### config.mk
export PLATFORM = sky130hd
export DESIGN_NAME = demux_1_to_n_stream
export DESIGN_NICKNAME = d
export VERILOG_FILES = /design/src/rtl/demux_pkg.sv /design/src/rtl/demux_out_slot.sv /design/src/rtl/demux_1_to_n_stream.sv
export SDC_FILE = /design/constraint.sdc
export NUM_CORES = 1
export LEC_CHECK = 0
export CAP_MARGIN = 0
export CORE_MARGIN = 3
export CORE_UTILIZATION = 44
export DETAILED_ROUTE_END_ITERATION = 12
export PLACE_DENSITY_LB_ADDON = 0.15
export SETUP_SLACK_MARGIN = 0.4
export SYNTH_ARGS = -nofsm -noshare
export SYNTH_HDL_FRONTEND = slang
export SYNTH_SLANG_ARGS = --single-unit
### constraint.sdc
create_clock -name clk -period 2.16 [get_ports clk]
set_input_delay 0.324 -clock clk [delete_from_list [all_inputs] [get_ports clk]]
set_output_delay 0.324 -clock clk [all_outputs]
set_load 0.01 [all_outputs]
### src/rtl/demux_pkg.sv
// Shared constants and types for the 1-to-N stream demultiplexer.
package demux_pkg;

    localparam int DROP_CNT_W = 16;
    localparam logic [DROP_CNT_W-1:0] DROP_CNT_MAX = '1;

    typedef enum logic {
        EMPTY = 1'b0,
        FULL  = 1'b1
    } slot_state_e;

endpackage

### src/rtl/demux_out_slot.sv
// One-entry valid/ready holding register for a single demux output channel.
//   state | meaning
//   EMPTY | no beat held, out_valid low, out_data driven to zero
//   FULL  | beat held in data_q, presented until out_ready
module demux_out_slot
    import demux_pkg::*;
#(
    parameter int DATA_W = 8
) (
    input  logic              clk,
    input  logic              rst_n,
    input  logic              wr_en,
    input  logic [DATA_W-1:0] wr_data,
    input  logic              out_ready,
    output logic              out_valid,
    output logic [DATA_W-1:0] out_data,
    output logic              free
);

    slot_state_e       state, state_nxt;
    logic [DATA_W-1:0] data_q;

    always_ff @(posedge clk or negedge rst_n) begin
        if (!rst_n) begin
            state  <= EMPTY;
            data_q <= '0;
        end else begin
            state <= state_nxt;
            if (wr_en) data_q <= wr_data;
        end
    end

    // A write in the same cycle as a drain keeps the slot FULL with the new beat.
    always_comb begin
        state_nxt = state;
        case (state)
            EMPTY: if (wr_en) state_nxt = FULL;
            FULL: begin
                if (wr_en)          state_nxt = FULL;
                else if (out_ready) state_nxt = EMPTY;
            end
            default: state_nxt = EMPTY;
        endcase
    end

    assign out_valid = (state == FULL);
    assign out_data  = (state == FULL) ? data_q : '0;
    assign free      = (state == EMPTY) | out_ready;

endmodule

### src/rtl/demux_1_to_n_stream.sv
// Registered 1-to-N stream demux: unicast by in_sel, broadcast to all slots,
// out-of-range selects are accepted, dropped and counted.
module demux_1_to_n_stream
    import demux_pkg::*;
#(
    parameter  int DATA_W = 8,
    parameter  int N_OUT  = 4,
    localparam int SEL_W  = $clog2(N_OUT)
) (
    input  logic                    clk,
    input  logic                    rst_n,
    input  logic                    in_valid,
    output logic                    in_ready,
    input  logic [DATA_W-1:0]       in_data,
    input  logic [SEL_W-1:0]        in_sel,
    input  logic                    in_bcast,
    output logic [N_OUT-1:0]        out_valid,
    input  logic [N_OUT-1:0]        out_ready,
    output logic [N_OUT*DATA_W-1:0] out_data,
    output logic                    err_sel,
    output logic [DROP_CNT_W-1:0]   drop_cnt
);

    logic [N_OUT-1:0] free;
    logic [N_OUT-1:0] wr;
    logic             sel_ok;
    logic             drop;

    generate
        if (N_OUT == (1 << SEL_W)) begin : g_sel_full
            assign sel_ok = 1'b1;
        end else begin : g_sel_range
            assign sel_ok = (in_sel < SEL_W'(N_OUT));
        end
    endgenerate

    // Broadcast waits for every slot so no channel ever sees a partial copy.
    always_comb begin
        in_ready = 1'b0;
        wr       = '0;
        drop     = 1'b0;
        if (in_bcast) begin
            in_ready = &free;
            if (in_valid && in_ready) wr = '1;
        end else if (sel_ok) begin
            in_ready   = free[in_sel];
            wr[in_sel] = in_valid & free[in_sel];
        end else begin
            in_ready = 1'b1;
            drop     = in_valid;
        end
        if (!rst_n) begin
            in_ready = 1'b0;
            wr       = '0;
            drop     = 1'b0;
        end
    end

    generate
        for (genvar k = 0; k < N_OUT; k++) begin : g_slot
            demux_out_slot #(.DATA_W(DATA_W)) u_slot (
                .clk       (clk),
                .rst_n     (rst_n),
                .wr_en     (wr[k]),
                .wr_data   (in_data),
                .out_ready (out_ready[k]),
                .out_valid (out_valid[k]),
                .out_data  (out_data[k*DATA_W +: DATA_W]),
                .free      (free[k])
            );
        end
    endgenerate

    always_ff @(posedge clk or negedge rst_n) begin
        if (!rst_n) begin
            err_sel  <= 1'b0;
            drop_cnt <= '0;
        end else begin
            err_sel <= drop;
            if (drop && (drop_cnt != DROP_CNT_MAX))
                drop_cnt <= drop_cnt + DROP_CNT_W'(1);
        end
    end

endmodule
# Word-level counts from Yosys, hierarchy flattened
# Cells that the tools add are included.
[totals]
out_inout_bits = 54
regBits = 36
[op_classes]
bitwise_logic = 10
n_lt_le_gt_ge = 2
mux = 29
reduce_logical = 3
[op_table]
columns = ["op", "count"]
rows = [
  ["$mux 8", 4],
  ["$mux 1", 16],
  ["$mux 4", 3],
  ["$pmux 1 s2", 4],
  ["$and 4x4->4", 1],
  ["$not 1->1", 4],
  ["$or 1x1->1", 4],
  ["$reduce_and 4->1", 1],
  ["$lt 2x3->1 const B", 1],
  ["$bmux 1 s2", 1],
  ["$demux 1 s2", 1],
  ["$ge 2x1->1 const B", 1],
  ["$logic_and 1x1->1", 2],
  ["$and 1x1->1", 1],
]

# Longest topological paths before layout
[logic_depth]
ltp_word = 10
ltp_mapped = 4
mapped_depth_nobuf = 4

# Cells and area by module
# From an unflattened synthesis, not the netlist that was laid out.
[unflattened]
cells_unflattened = 148
area_unflattened_um2 = 1919.3
[by_module_without_submodules]
columns = ["mod", "cells_each", "seq_area_each_um2", "n_inst", "area_per_inst_um2"]
rows = [
  ["demux_out_slot", 28, 225.2, 4, 419.2],
  ["demux_1_to_n_stream", 36, 0.0, 1, 242.7],
]

# Least setup slack after synthesis
# No wires, ideal clock.
[synth_path]
path_type = "register -> register"
from = "register g_slot[1].u_slot.state"
to = "register g_slot[1].u_slot.data_q[0]"
setup_slack_ps = 486
synth_period_minus_slack_ps = 1674
setup_ps = 125
arrival_time_ps = 1549
path_stages_with_launch = 5
path_buffers = 0
path_cell_list = "dfrtp_1 -> or2b_2 -> nand4_2 -> o21ai_2 -> mux2_2"
[synth_between]
elab_chain_len = 8
elab_cells_between_ends = 11
classes_between = "5 x mux; 4 x bitwise; 2 x reduce/logical"
[synth_rtl]
columns = ["element", "line", "source"]
rows = [
  ["start, declared", "demux_out_slot.sv:20", "slot_state_e state, state_nxt;"],
  ["start signal, assigned", "demux_out_slot.sv:28", "state <= state_nxt;"],
  ["$not 1->1 (*)", "--", ""],
  ["$or 1x1->1 (*)", "demux_out_slot.sv:48", "assign free = (state == EMPTY) | out_ready;"],
  ["$bmux 1 s2", "demux_1_to_n_stream.sv:47", "wr[in_sel] = in_valid & free[in_sel];"],
  ["$mux 1 (not written as such)", "demux_1_to_n_stream.sv:47", ""],
  ["$and 1x1->1", "demux_1_to_n_stream.sv:47", ""],
  ["$and 4x4->4 (no source line)", "--", ""],
  ["$mux 4 (*)", "demux_1_to_n_stream.sv:42", "if (in_bcast) begin"],
  ["$mux 4 (*)", "demux_1_to_n_stream.sv:52", "if (!rst_n) begin"],
  ["end signal, assigned", "demux_out_slot.sv:29", "if (wr_en) data_q <= wr_data;"],
  ["end, declared", "demux_out_slot.sv:21", "logic [DATA_W-1:0] data_q;"],
]
# Mark *: on every way between the ends. The rest lies on a longest branch, timed or not. The select of a mux whose other input is x is not followed.
# A chain may end at the register's enable or synchronous reset.

# Worst setup path after layout
[layout_path]
from = "register g_slot[1].u_slot.state"
to = "output port in_ready"
[layout_between]
elab_chain_len = 6
elab_cells_between_ends = 7
classes_between = "4 x mux; 2 x bitwise; 1 x reduce/logical"
[layout_rtl]
columns = ["element", "line", "source"]
rows = [
  ["$not 1->1 (*)", "--", ""],
  ["$or 1x1->1 (*)", "demux_out_slot.sv:48", ""],
  ["$bmux 1 s2", "demux_1_to_n_stream.sv:46", "in_ready = free[in_sel];"],
  ["$mux 1 (not written as such)", "demux_1_to_n_stream.sv:46", ""],
  ["$mux 1 (*)", "demux_1_to_n_stream.sv:42", ""],
  ["$mux 1 (*)", "demux_1_to_n_stream.sv:52", ""],
  ["end, declared", "demux_1_to_n_stream.sv:13", "output logic in_ready,"],
]
# Marked as above.

==> impl_metrics.csv <==
group,metric,value,unit
pwr,power.density,758,mW/mm^2
synth,yosysWarnings,0,
global_route,grt_pass1_vias,1504,
routing,dr.pass1.iters,4,
synth,synth_most_common_cell,"dfrtp_1",
clocking,numCtsBuffers,5,
pwr,power.internal,1.48,mW
routing,drcViolationCount,0,
sta,min_period,1.81,ns
worst_setup_path,end_kind,"output pin",
worst_setup_path,r2r_start,"g_slot[3].u_slot.out_valid$_DFF_PN0_",
clocking,cts_root_buf,"clkbuf_8",
final_layout,drive_above_1_share,0.325,
placement,dpl.hpwl,3.24,mm
sta,setup_viol,0,
pwr,leakage,1.34,nW
synth,syn_area,0.00186,sq mm
floorplan,start_util,0.482,
status,status,"completed",
sta,fin_worst_skew,0.00307,ns
placement,place_congestion,0.909,
worst_setup_path,cpPeakStageDelay,0.34,ns
sta,finalCritPeriodShare,0.837,
synth,synthTopCellsByCount,"dfrtp_1 (36), and2_1 (32), mux2_2 (30)",
worst_setup_path,cp_num_buf_inv,1,
synth,avgSynthCellArea,12.3,sq um
worst_setup_path,cp.required,1.84,ns
synth,ys_ff_latch,36,
clocking,cts.sinks,36,
worst_setup_path,path_class,"flip-flop to output pin",
synth,syn_inst,151,
routing,wirelength,4.57,mm
pwr,switching_power,0.557,mW
sta,fmax,0.553,GHz
pwr,clkPwrFrac,0.232,
synth,yosysSeqAreaShare,0.485,
final_layout,post-route-util,0.698,
routing,drt_iter0_markers,59,
pwr,p_sw_frac,0.273,
worst_setup_path,r2r_cells,7,
synth,synthFlopType,"dfrtp_1",
worst_setup_path,cp_slowest_cell,"dfrtp_1",
final_layout,synthToLayoutAreaGrowth,44.8,%
global_route,grt_max_degree,35,
synth,yosysTopAreaCell,"dfrtp_1",
routing,via_per_inst,5.00,
clocking,clk_latency,0.28,ns
synth,postSynth.asyncResetShare,1.00,
synth,synth.distinct_cells,29,
routing,postRouteAntennaNets,0,
worst_setup_path,crit_path_start,"g_slot[1].u_slot.out_valid$_DFF_PN0_",
final_layout,antenna_cells,0,
routing,vias,1396,
worst_setup_path,endpoint,"in_ready",
sta,rsz0062_at_grt,"true",
worst_setup_path,r2r_end,"g_slot[0].u_slot.data_q[7]$_DFFE_PN0P_",
clocking,cts_buffer_depth,2,
global_route,antenna_found_initial,0,
worst_setup_path,reg2reg_slack,0.48,ns
sta,maxSlewViolCount,0,
worst_setup_path,arrival,1.48,ns
clocking,clk_pin_slew,0.07,ns
floorplan,die_area,0.00504,sq mm
final_layout,nets,248,
worst_setup_path,critPathMaxFanout,4,
sta,hold_violations,0,
pwr,power_frac_seq,0.467,
clocking,htree_levels,2,
worst_setup_path,crit_family,"simple AND/OR/NAND/NOR gates",
worst_setup_path,cp.depth,5,
synth,synth_top_area_frac,0.485,
global_route,grt_pass1_wl,7.38,mm
pwr,power,2.04,mW
worst_setup_path,crit_path_start_kind,"flip-flop",
worst_setup_path,path_cells,"or2b_4 -> nand4_4 -> and2b_1 -> o21a_1 -> buf_2",
routing,wl_per_cell,16.4,um
pwr,p_comb_frac,0.301,
floorplan,ios,72,
final_layout,nFillCells,316,
pwr,irDropWorstVdd,0.000528,V
placement,port_buffers,54,
synth,ys_top_cells_by_area,"dfrtp_1 (49%), mux2_2 (18%), and2_1 (11%)",
floorplan,fp.dieH,71.0,um
floorplan,die_x,71.0,um
min_path,hold_path_class,"primary input to async pin",
floorplan,core_area,0.00385,sq mm
clocking,cts_tree,"done",
global_route,overflow,0,
global_route,grt.total_usage,0.190,
floorplan,rows,22,
synth,synth_edf_count,0,
run,maxCapViolCount,0,
==> worst min-delay path by stage <==
stage               start                                endpoint  slack (ns)  cells past startpoint
finish              rst_n  g_slot[3].u_slot.data_q[0]$_DFFE_PN0P_        0.21                      2
detailed placement  rst_n    g_slot[2].u_slot.out_valid$_DFF_PN0_        0.16                      1
CTS                 rst_n  g_slot[3].u_slot.data_q[0]$_DFFE_PN0P_        0.20                      2
global placement    rst_n    g_slot[2].u_slot.out_valid$_DFF_PN0_        0.16                      1
global route        rst_n  g_slot[3].u_slot.data_q[2]$_DFFE_PN0P_        0.24                      2
floorplan           rst_n  g_slot[0].u_slot.data_q[0]$_DFFE_PN0P_        0.03                      0
==> final cells by class <==
class,instances,area [sq um],area share
Multi-Input combinational cell,110,932,0.347
Sequential cell,36,901,0.335
Timing Repair Buffer,77,706,0.262
Clock buffer,8,90.1,0.0335
Tap cell,48,60.1,0.0223
==> worst reg2reg max path: stages, from the launching register on <==
cell      delay, ns
dfrtp_1        0.39
buf_4          0.14
nand2b_4       0.09
nand4_4        0.10
buf_4          0.18
o22ai_4        0.19
buf_12         0.15
mux2_2         0.33
==> layer usage <==
metal	up-vias	track usage	part of all wire
li1	633	-	-
met1	698	0.227	0.41
met2	57	0.321	0.51
met3	8	0.0497	0.058
met4	0	0.0814	0.018
met5	-	0	0
==> cells in the final DEF, fill, tap and decap left out, types with 2 or more instances in the layout <==
cell	count
mux2_1	2
and2_1	32
nor3b_2	2
dlymetal6s2s_1	2
buf_12	3
buf_2	2
conb_1	17
nand2b_4	3
dlygate4sd2_1	37
clkdlybuf4s50_1	13
dfrtp_1	36
mux2_2	30
clkbuf_1	2
buf_4	18
o21ai_4	2
clkbuf_8	6
==> what timing repair did <==
item,in CTS,in global routing
gates resized for setup,51,6
hold buffers,1,0
hold endpoints to repair,2,0
endpoints found under the setup margin,65,32
setup buffers,4,1
pin swaps,5,2
==> state kept, by name (all words and copies together) (netlist names) <==
register,count
g_slot.u_slot.data_q,32
g_slot.u_slot.out_valid,4
==> per-stage QoR <==
stage	hold slack, ns	area, sq um	TNS [ns]	instances	setup slack, ns
2_1_floorplan	0.0284	1920	0	167	0.486
3_3_place_gp	0.158	2490	-1.05	265	-0.127
3_5_place_dp	0.162	2490	-3.00	265	-0.195
4_1_cts	0.203	2660	0	278	0.273
5_1_grt	0.239	2690	0	279	0.276
6_report	0.211	2690	0	279	0.352
==> power by group through the flow <==
| stage | clock (mW) | sequential, mW | combinational (mW) |
|---|---|---|---|
| floorplan | 0 | 0.941 | 0.359 |
| CTS | 0.491 | 0.953 | 0.613 |
| finish | 0.473 | 0.953 | 0.613 |
| global placement | 0 | 0.951 | 0.611 |
| global route | 0.521 | 0.977 | 0.667 |
| detailed placement | 0 | 0.964 | 0.629 |
==> logic make-up (layout without fill, tap and decap cells) <==
kind of cell | after synthesis | count (layout) | synth area share
muxes | 33 | 33 | 0.199
and+or+nand+nor | 51 | 51 | 0.181
DFF | 36 | 36 | 0.485
other | 1 | 17 | 0.00202
AOI/OAI and AO/OA | 9 | 9 | 0.0479
buffers and inverters | 21 | 85 | 0.0849
Note: power is estimated with default switching activity, not from simulation.
